### config.mk
export PLATFORM = sky130hd
export DESIGN_NAME = trap_ctrl
export DESIGN_NICKNAME = d
export VERILOG_FILES = /design/src/rtl/trap_ctrl.sv
export SDC_FILE = /design/constraint.sdc
export NUM_CORES = 1
export LEC_CHECK = 0
export CORE_MARGIN = 2
export CORE_UTILIZATION = 42
export DETAILED_ROUTE_END_ITERATION = 8
export PLACE_DENSITY = 0.84
export SLEW_MARGIN = 5
export SYNTH_ARGS = -nofsm -noshare
export SYNTH_HDL_FRONTEND = slang
export SYNTH_SLANG_ARGS = --single-unit
### constraint.sdc
create_clock -name clk -period 3.7 [get_ports clk]
set_input_delay 0.74 -clock clk [delete_from_list [all_inputs] [get_ports clk]]
set_output_delay 0.74 -clock clk [all_outputs]
set_load 0.005 [all_outputs]
### src/rtl/trap_ctrl.sv
`default_nettype none
// +----------------------------------------------------------------------------+
// | trap_ctrl : commits machine trap state, MRET returns and pipeline redirect |
// | Revision  : 1.0                                                            |
// +----------------------------------------------------------------------------+
module trap_ctrl #(
  parameter logic [31:0] MTVEC_RESET = 32'h0000_0000,
  parameter logic [1:0]  MODE_RESET  = 2'b11
) (
  input  logic        clk,
  input  logic        rst_n,
  input  logic        i_mmu_wait,
  input  logic        i_trap_en,
  input  logic [31:0] i_trap_pc,
  input  logic [31:0] i_trap_code,
  input  logic [31:0] i_trap_jmp_to,
  input  logic        i_chmode_do,
  input  logic [1:0]  i_chmode_to,
  input  logic        i_ret_do,
  input  logic [11:0] i_csr_raddr,
  output logic [31:0] o_csr_rdata,
  input  logic        i_csr_wren,
  input  logic [11:0] i_csr_waddr,
  input  logic [31:0] i_csr_wdata,
  output logic [1:0]  o_trap_vec_mode,
  output logic [31:0] o_trap_vec_base,
  output logic        o_int_allow,
  output logic [1:0]  o_mode,
  output logic        o_flush,
  output logic        o_jmp_do,
  output logic [31:0] o_jmp_pc
);

  localparam logic [11:0] c_ADDR_MSTATUS = 12'h300;
  localparam logic [11:0] c_ADDR_MTVEC   = 12'h305;
  localparam logic [11:0] c_ADDR_MEPC    = 12'h341;
  localparam logic [11:0] c_ADDR_MCAUSE  = 12'h342;

  typedef enum logic [1:0] {
    S_IDLE  = 2'd0,
    S_REDIR = 2'd1,
    S_BLANK = 2'd2
  } state_t;

  state_t      r_state;
  logic [1:0]  r_mode;
  logic        r_mie;
  logic        r_mpie;
  logic [1:0]  r_mpp;
  logic [31:0] r_mtvec;
  logic [31:0] r_mepc;
  logic [31:0] r_mcause;
  logic        r_flush;
  logic        r_jmp_do;
  logic [31:0] r_jmp_pc;

  logic        w_idle;
  logic        w_take_trap;
  logic        w_take_ret;
  logic        w_take_chmode;
  logic        w_wr_mstatus;
  logic        w_wr_mtvec;
  logic        w_wr_mepc;
  logic        w_wr_mcause;
  logic [31:0] w_mtvec_wdata;
  logic [1:0]  w_mpp_wdata;
  logic [31:0] w_mstatus;

  assign w_idle        = (r_state == S_IDLE);
  assign w_take_trap   = w_idle && i_trap_en;
  assign w_take_ret    = w_idle && !i_trap_en && i_ret_do;
  assign w_take_chmode = w_idle && !i_trap_en && !i_ret_do && i_chmode_do;

  assign w_wr_mstatus  = i_csr_wren && (i_csr_waddr == c_ADDR_MSTATUS);
  assign w_wr_mtvec    = i_csr_wren && (i_csr_waddr == c_ADDR_MTVEC);
  assign w_wr_mepc     = i_csr_wren && (i_csr_waddr == c_ADDR_MEPC);
  assign w_wr_mcause   = i_csr_wren && (i_csr_waddr == c_ADDR_MCAUSE);

  // Reserved vector mode encodings (bit1 set) collapse to direct mode
  assign w_mtvec_wdata = {i_csr_wdata[31:2], i_csr_wdata[1] ? 2'b00 : i_csr_wdata[1:0]};
  assign w_mpp_wdata   = (i_csr_wdata[12:11] == 2'b10) ? 2'b00 : i_csr_wdata[12:11];

  assign w_mstatus = {19'd0, r_mpp, 3'd0, r_mpie, 3'd0, r_mie, 3'd0};

  always_comb begin
    o_csr_rdata = 32'd0;
    case (i_csr_raddr)
      c_ADDR_MSTATUS: o_csr_rdata = w_mstatus;
      c_ADDR_MTVEC:   o_csr_rdata = r_mtvec;
      c_ADDR_MEPC:    o_csr_rdata = r_mepc;
      c_ADDR_MCAUSE:  o_csr_rdata = r_mcause;
      default:        o_csr_rdata = 32'd0;
    endcase
  end

  always_ff @(posedge clk or negedge rst_n) begin
    if (!rst_n) begin
      r_state  <= S_IDLE;
      r_mode   <= MODE_RESET;
      r_mie    <= 1'b0;
      r_mpie   <= 1'b0;
      r_mpp    <= 2'b00;
      r_mtvec  <= {MTVEC_RESET[31:2], 2'b00};
      r_mepc   <= 32'd0;
      r_mcause <= 32'd0;
      r_flush  <= 1'b0;
      r_jmp_do <= 1'b0;
      r_jmp_pc <= 32'd0;
    end else if (!i_mmu_wait) begin
      // Trap/return state updates take precedence over software CSR writes
      if (w_wr_mtvec) r_mtvec <= w_mtvec_wdata;
      if (w_wr_mepc && !w_take_trap) r_mepc <= {i_csr_wdata[31:2], 2'b00};
      if (w_wr_mcause && !w_take_trap) r_mcause <= i_csr_wdata;
      if (w_wr_mstatus && !w_take_trap && !w_take_ret) begin
        r_mie  <= i_csr_wdata[3];
        r_mpie <= i_csr_wdata[7];
        r_mpp  <= w_mpp_wdata;
      end

      case (r_state)
        S_IDLE: begin
          if (w_take_trap) begin
            r_mepc   <= i_trap_pc;
            r_mcause <= i_trap_code;
            r_mpie   <= r_mie;
            r_mie    <= 1'b0;
            r_mpp    <= r_mode;
            r_mode   <= 2'b11;
            r_jmp_pc <= i_trap_jmp_to;
            r_flush  <= 1'b1;
            r_jmp_do <= 1'b1;
            r_state  <= S_REDIR;
          end else if (w_take_ret) begin
            r_mode   <= r_mpp;
            r_mie    <= r_mpie;
            r_mpie   <= 1'b1;
            r_mpp    <= 2'b00;
            r_jmp_pc <= r_mepc;
            r_flush  <= 1'b1;
            r_jmp_do <= 1'b1;
            r_state  <= S_REDIR;
          end else if (w_take_chmode) begin
            r_mode <= i_chmode_to;
          end
        end
        S_REDIR: begin
          r_flush  <= 1'b0;
          r_jmp_do <= 1'b0;
          r_state  <= S_BLANK;
        end
        // Privilege-stage request registers are stale here; ignore them
        S_BLANK: r_state <= S_IDLE;
        default: r_state <= S_IDLE;
      endcase
    end
  end

  assign o_trap_vec_mode = r_mtvec[1:0];
  assign o_trap_vec_base = {r_mtvec[31:2], 2'b00};
  assign o_int_allow     = r_mie;
  assign o_mode          = r_mode;
  assign o_flush         = r_flush;
  assign o_jmp_do        = r_jmp_do;
  assign o_jmp_pc        = r_jmp_pc;

endmodule
`default_nettype wire

Word-level counts from Yosys, hierarchy flattened
Cells that the tools add are included.
{"block": "word_totals", "regBits": 137, "in_bits": 161, "output_inout_bits": 103, "wordCells": 80}
{"block": "classes", "n_eq_ne": 11, "n_mux": 32, "bitwise": 1, "reduce_logical": 26}
{"cell": "$mux 32", "count": 8}
{"cell": "$pmux 32 s4", "count": 1}
{"cell": "$eq 12x10->1 const B", "count": 8}
{"cell": "$mux 2", "count": 10}
{"cell": "$logic_and 1x1->1", "count": 13}
{"cell": "$mux 1", "count": 11}
{"cell": "$reduce_and 3->1", "count": 3}
{"cell": "$logic_not 1->1", "count": 4}
{"cell": "$pmux 2 s2", "count": 1}
{"cell": "$reduce_and 2->1", "count": 2}
{"cell": "$reduce_bool 2->1", "count": 2}
{"cell": "$ne 3x1->1 const B", "count": 1}
{"cell": "$reduce_bool 3->1", "count": 1}
{"cell": "$eq 2x1->1 const B", "count": 1}
{"cell": "$eq 2x2->1 const B", "count": 1}
{"cell": "$logic_not 2->1", "count": 1}
{"cell": "$pmux 1 s2", "count": 1}
{"cell": "$not 1->1", "count": 1}

Depth between registers and ports, before layout
{"block": "depth", "depth_word": 9, "ltp_mapped": 7, "mapped_depth_nobuf": 4}

Worst setup path after synthesis
OpenSTA, ideal clock, no wires.
{"block": "synth_timing", "kind": "input -> output", "startpoint": "input i_csr_raddr[3]", "endpoint": "output o_csr_rdata[18]", "arrival_ns": 2.049, "t_required_ns": 2.960, "setup_slack_ns": 0.911, "cell_stages": 5, "path_buffers": 1, "path_cell_list": "or4_4 -> nor4_2 -> buf_2 -> a222oi_1 -> inv_1"}
{"block": "synth_via", "elab_chain_cells": 2, "elab_cells_between_ends": 5, "cone_classes": "eq/ne: 4; mux: 1"}
{"item": "start: declaration", "line": "20", "text": "input logic [11:0] i_csr_raddr,"}
{"item": "$eq 12x10->1", "line": "87", "text": "case (i_csr_raddr)"}
{"item": "$pmux 32 s4 *", "line": "87"}
{"item": "end: declaration", "line": "21", "text": "output logic [31:0] o_csr_rdata,"}
Every way passes the cells marked *; elsewhere a longest branch is shown, timed or not.

Final worst setup path
{"block": "layout_timing", "startpoint": "input i_csr_raddr[3]", "endpoint": "output o_csr_rdata[22]"}
Same word-level chain as after synthesis.

==> out/metrics.json <==
{
  "antenna-diode-count": 0,
  "number_of_synthesized_flops_with_an_enable_pin": 0,
  "post_synth_design_cell_area_um2": 6610,
  "num_rows": 45,
  "design.portCount": 264,
  "leakage_nw": 4.67,
  "ys.warnings.count": 0,
  "design.core.area_um2": 15300,
  "ys_types": 49,
  "final_min_period_over_clock_period": 1.03,
  "grt_first_pass_wirelength_um": 35000,
  "post_synth_and_or_nand_nor_area_fraction": 0.129,
  "clock-sinks": 136,
  "drv.max_cap_violation_count": 0,
  "power_density_nw_per_um2": 549,
  "fp.dieH_um": 129,
  "cp_max_delay_cell": "sky130_fd_sc_hd__or4_4",
  "source_to_sink_clock_delay_at_the_later_pin_of_the_worst_skew_pair_ps": 420,
  "detailroute.via_count": 6385,
  "area_growth_pct": 55.4,
  "timing.hold.worst.class": "primary input to async pin",
  "layout_min_cycle_time_ps": 3800,
  "seq_area_frac_synth": 0.515,
  "final_util": 0.671,
  "combinational_family_with_the_most_area_after_synthesis": "compound AO/OA/AOI/OAI gates",
  "critical_path.startpoint_type": "primary input",
  "gp_congestion": 0.845,
  "timing.final.max_slew_violations": 0,
  "timing_worst_setup_path_type": "primary input to output port",
  "count_of_mapped_cells_out_of_synthesis": 582,
  "syn-mean-instance-area_um2": 11.4,
  "ys.flop_type": "sky130_fd_sc_hd__dfrtp_1",
  "yosys-mux-area-fraction": 0.101,
  "timing.final.ws_setup_ps": -95.4,
  "routedLengthMet1_um": 9810,
  "setup-violations-final": 15,
  "drive_above_1_share": 0.134,
  "route.detailed.drc": 0,
  "worst_path_most_repeated_cell": "sky130_fd_sc_hd__clkdlybuf4s50_1",
  "finalClockSkew_ps": 8.30,
  "h-tree-depth": 4,
  "hold_violations": 0,
  "ant_nets": 0,
  "fin_cells": 1068,
  "rsz0062_at_grt": "yes",
  "floorplan.die_area_um2": 16800,
  "detail_route.wl_per_cell_um": 22.8,
  "place_worst_setup_slack_ps": -87.5,
  "ys_seq_elements": 136,
  "place.detailed.hpwl_um": 16100,
  "slew_headroom": 0.397,
  "cts_buffer_count": 17,
  "cts.root.buffer_cell": "sky130_fd_sc_hd__clkbuf_16",
  "final_net_count": 1005,
  "routed_via_density": 5.98,
  "cp_slowest_stage_delay_ps": 610,
  "clkTransAtPathRegs_ps": 60,
  "synth_xor_xnor_area_share": 0,
  "crit_chain": "clkdlybuf4s50_1 -> or4_4 -> buf_6 -> nor3_4 -> buf_4 -> clkbuf_16 -> a222oi_1 -> inv_1 -> clkdlybuf4s50_1",
  "timing.critical_path.required_ps": 2960,
  "outcome": "finished, violations left",
  "failing_checks": "negative setup slack",
  "placed_cells": 1027,
  "pin_count_of_the_biggest_net_entering_global_routing": 70,
  "crit_arrival_ps": 3060,
  "track_usage": 0.276,
  "fp.dieW_um": 129,
  "post_cts_hold_buffer_count": 0,
  "crit_fanout": 10,
  "max-clock-path-buffers": 2,
  "tightestPinTransition_ps": 905,
  "wl_met3_um": 2410,
  "drc_violation_total_after_the_first_tritonroute_iteration": 709,
  "routed_wirelength_um": 24300,
  "final.hold.worst_slack_ps": 326,
  "first_global_vias": 6226,
  "gr-total-overflow": 0,
  "achievable-frequency_mhz": 263,
  "synth_adder_area_share": 0,
  "cts_tree": "yes",
  "highest_layer": "met4",
  "drt_pre_antenna_iters": 6,
  "numPortBuffers": 260,
  "detailroute.wirelength.met2_um": 11500,
  "floorplan.initialDensity": 0.432,
  "grt_antenna_before_repair": 0,
  "critPathCaptureType": "output port",
  "max-vdd-ir-drop_mv": 0.322,
  "area_fraction_in_compound_gates_after_synthesis": 0.199,
  "synth-async-reset-ratio": 1.00
}
placed cells by master (no fill, tap or decap), types with 3 or more instances in the layout:
cell and n:
sky130_fd_sc_hd__conb_1 3, sky130_fd_sc_hd__buf_4 21, sky130_fd_sc_hd__clkinv_2 4, sky130_fd_sc_hd__clkdlybuf4s50_1 241
sky130_fd_sc_hd__buf_12 4, sky130_fd_sc_hd__inv_1 28, sky130_fd_sc_hd__a22o_1 3, sky130_fd_sc_hd__nor3_1 5
sky130_fd_sc_hd__clkinvlp_4 3, sky130_fd_sc_hd__mux2_2 29, sky130_fd_sc_hd__clkbuf_16 21, sky130_fd_sc_hd__a22oi_1 8
sky130_fd_sc_hd__dlymetal6s2s_1 8, sky130_fd_sc_hd__a221o_1 31, sky130_fd_sc_hd__nand3b_1 3, sky130_fd_sc_hd__dfrtp_1 134
sky130_fd_sc_hd__o21ai_0 38, sky130_fd_sc_hd__or3_1 32, sky130_fd_sc_hd__mux2i_1 34, sky130_fd_sc_hd__and3_1 31
sky130_fd_sc_hd__nand2_1 41, sky130_fd_sc_hd__dlygate4sd2_1 9, sky130_fd_sc_hd__nor2_1 6, sky130_fd_sc_hd__o221a_1 31
sky130_fd_sc_hd__buf_6 8, sky130_fd_sc_hd__a222oi_1 27
critical path, delay by kind of cell:
kind	cells	cell delay [ps]
buf+inv	6	1440
simple gates	2	780
compound gates	1	90
layout make-up:
type | instances | area [um2]
fillers | 1193 | 5040
clock inverters | 11 | 98.8
inverters | 28 | 105
clock buffers | 21 | 460
multi-input cells | 365 | 2920
well taps | 211 | 264
repair buffers | 296 | 3020
flip-flops and latches | 136 | 3410
power breakdown:
group | switching [W] | internal (W)
sequential | 0.000408 | 0.00202
combinational | 0.000619 | 0.000976
clock | 0.000661 | 0.000959
synthesized netlist by cell type, types with 2 or more instances:
cell type                   number  area [um2]
sky130_fd_sc_hd__nand4_1         2        12.5
sky130_fd_sc_hd__a22oi_1         8        60.1
sky130_fd_sc_hd__o21ai_0        39         195
sky130_fd_sc_hd__dfrtp_1       134        3350
sky130_fd_sc_hd__a22o_1          3        26.3
sky130_fd_sc_hd__nand4bb_1       2        22.5
sky130_fd_sc_hd__nand2_1        41         154
sky130_fd_sc_hd__mux2_2         29         327
sky130_fd_sc_hd__mux2i_1        34         340
sky130_fd_sc_hd__nor3_2          3        30.0
sky130_fd_sc_hd__nor3_1          6        30.0
sky130_fd_sc_hd__nor4b_1         2        17.5
sky130_fd_sc_hd__inv_1          28         105
sky130_fd_sc_hd__nor2_1          6        22.5
sky130_fd_sc_hd__or4_1           2        15.0
sky130_fd_sc_hd__a21oi_1         2        10.0
sky130_fd_sc_hd__a221o_1        31         310
sky130_fd_sc_hd__buf_2          14        70.1
sky130_fd_sc_hd__o31a_1          2        17.5
sky130_fd_sc_hd__nand3b_1        3        22.5
sky130_fd_sc_hd__and3b_1         2        17.5
sky130_fd_sc_hd__dfstp_2         2        52.6
sky130_fd_sc_hd__buf_6           3        33.8
sky130_fd_sc_hd__and3_1         31         194
sky130_fd_sc_hd__o221a_1        31         349
sky130_fd_sc_hd__nand3_1         2        10.0
sky130_fd_sc_hd__clkbuf_1       34         128
sky130_fd_sc_hd__a21o_1          2        15.0
sky130_fd_sc_hd__or3_1          32         200
sky130_fd_sc_hd__buf_4           4        30.0
sky130_fd_sc_hd__o21ai_1         3        15.0
sky130_fd_sc_hd__a222oi_1       27         270
sky130_fd_sc_hd__nor3b_1         2        15.0
what timing repair did:
item / CTS / global route
setup buffers: 0 / 5
resized for setup: 13 / 13
pin swaps: 3 / 0
cloned: 0 / 4
setup endpoints to repair: 31 / 23
routing by layer:
metal,GRT usage,up-vias
met3,0.0718,45
met4,0.0993,0
li1,-,2775
met5,0,-
met1,0.359,3153
met2,0.447,412
per-stage QoR:
stage / total power, W / instance area [um2] / TNS (ps)
6_report: 0.00564 / 10300 / -1010
5_1_grt: 0.00590 / 10300 / -2120
4_1_cts: 0.00563 / 10100 / -612
3_5_place_dp: 0.00402 / 9530 / -1200
3_3_place_gp: 0.00395 / 9530 / -1210
2_1_floorplan: 0.00309 / 6620 / 0
path summary, 6_finish.rpt:
kind | endpoint | start | slack (ps) | depth (start not counted)
min | o_jmp_pc[29] | rst_n | 330 | 1
min in group clk | o_jmp_pc[21] | o_jmp_pc[21] | 480 | 2
min reg2reg | o_jmp_pc[21] | o_jmp_pc[21] | 480 | 2
max | o_csr_rdata[22] | i_csr_raddr[3] | -100 | 9
max in group asynchronous | o_mode[0] | rst_n | 2560 | 2
max reg2reg | r_mepc[19] | r_state[1] | 1170 | 4
sequential cells by signal, summed over array words and instances, names as in the netlist:
register	count
r_mpie	1
r_mepc	32
o_jmp_do	1
r_mcause	32
r_mtvec	31
o_int_allow	1
o_jmp_pc	32
r_state	2
r_mpp	2
o_mode	2
logic make-up (layout without fill, tap and decap cells):
family	after synthesis	after routing
compound gates	153	153
other cells	1	3
mux	63	63
flops	136	136
simple gates	146	146
buf+inv	83	356
Note: power is estimated with default switching activity, not from simulation.
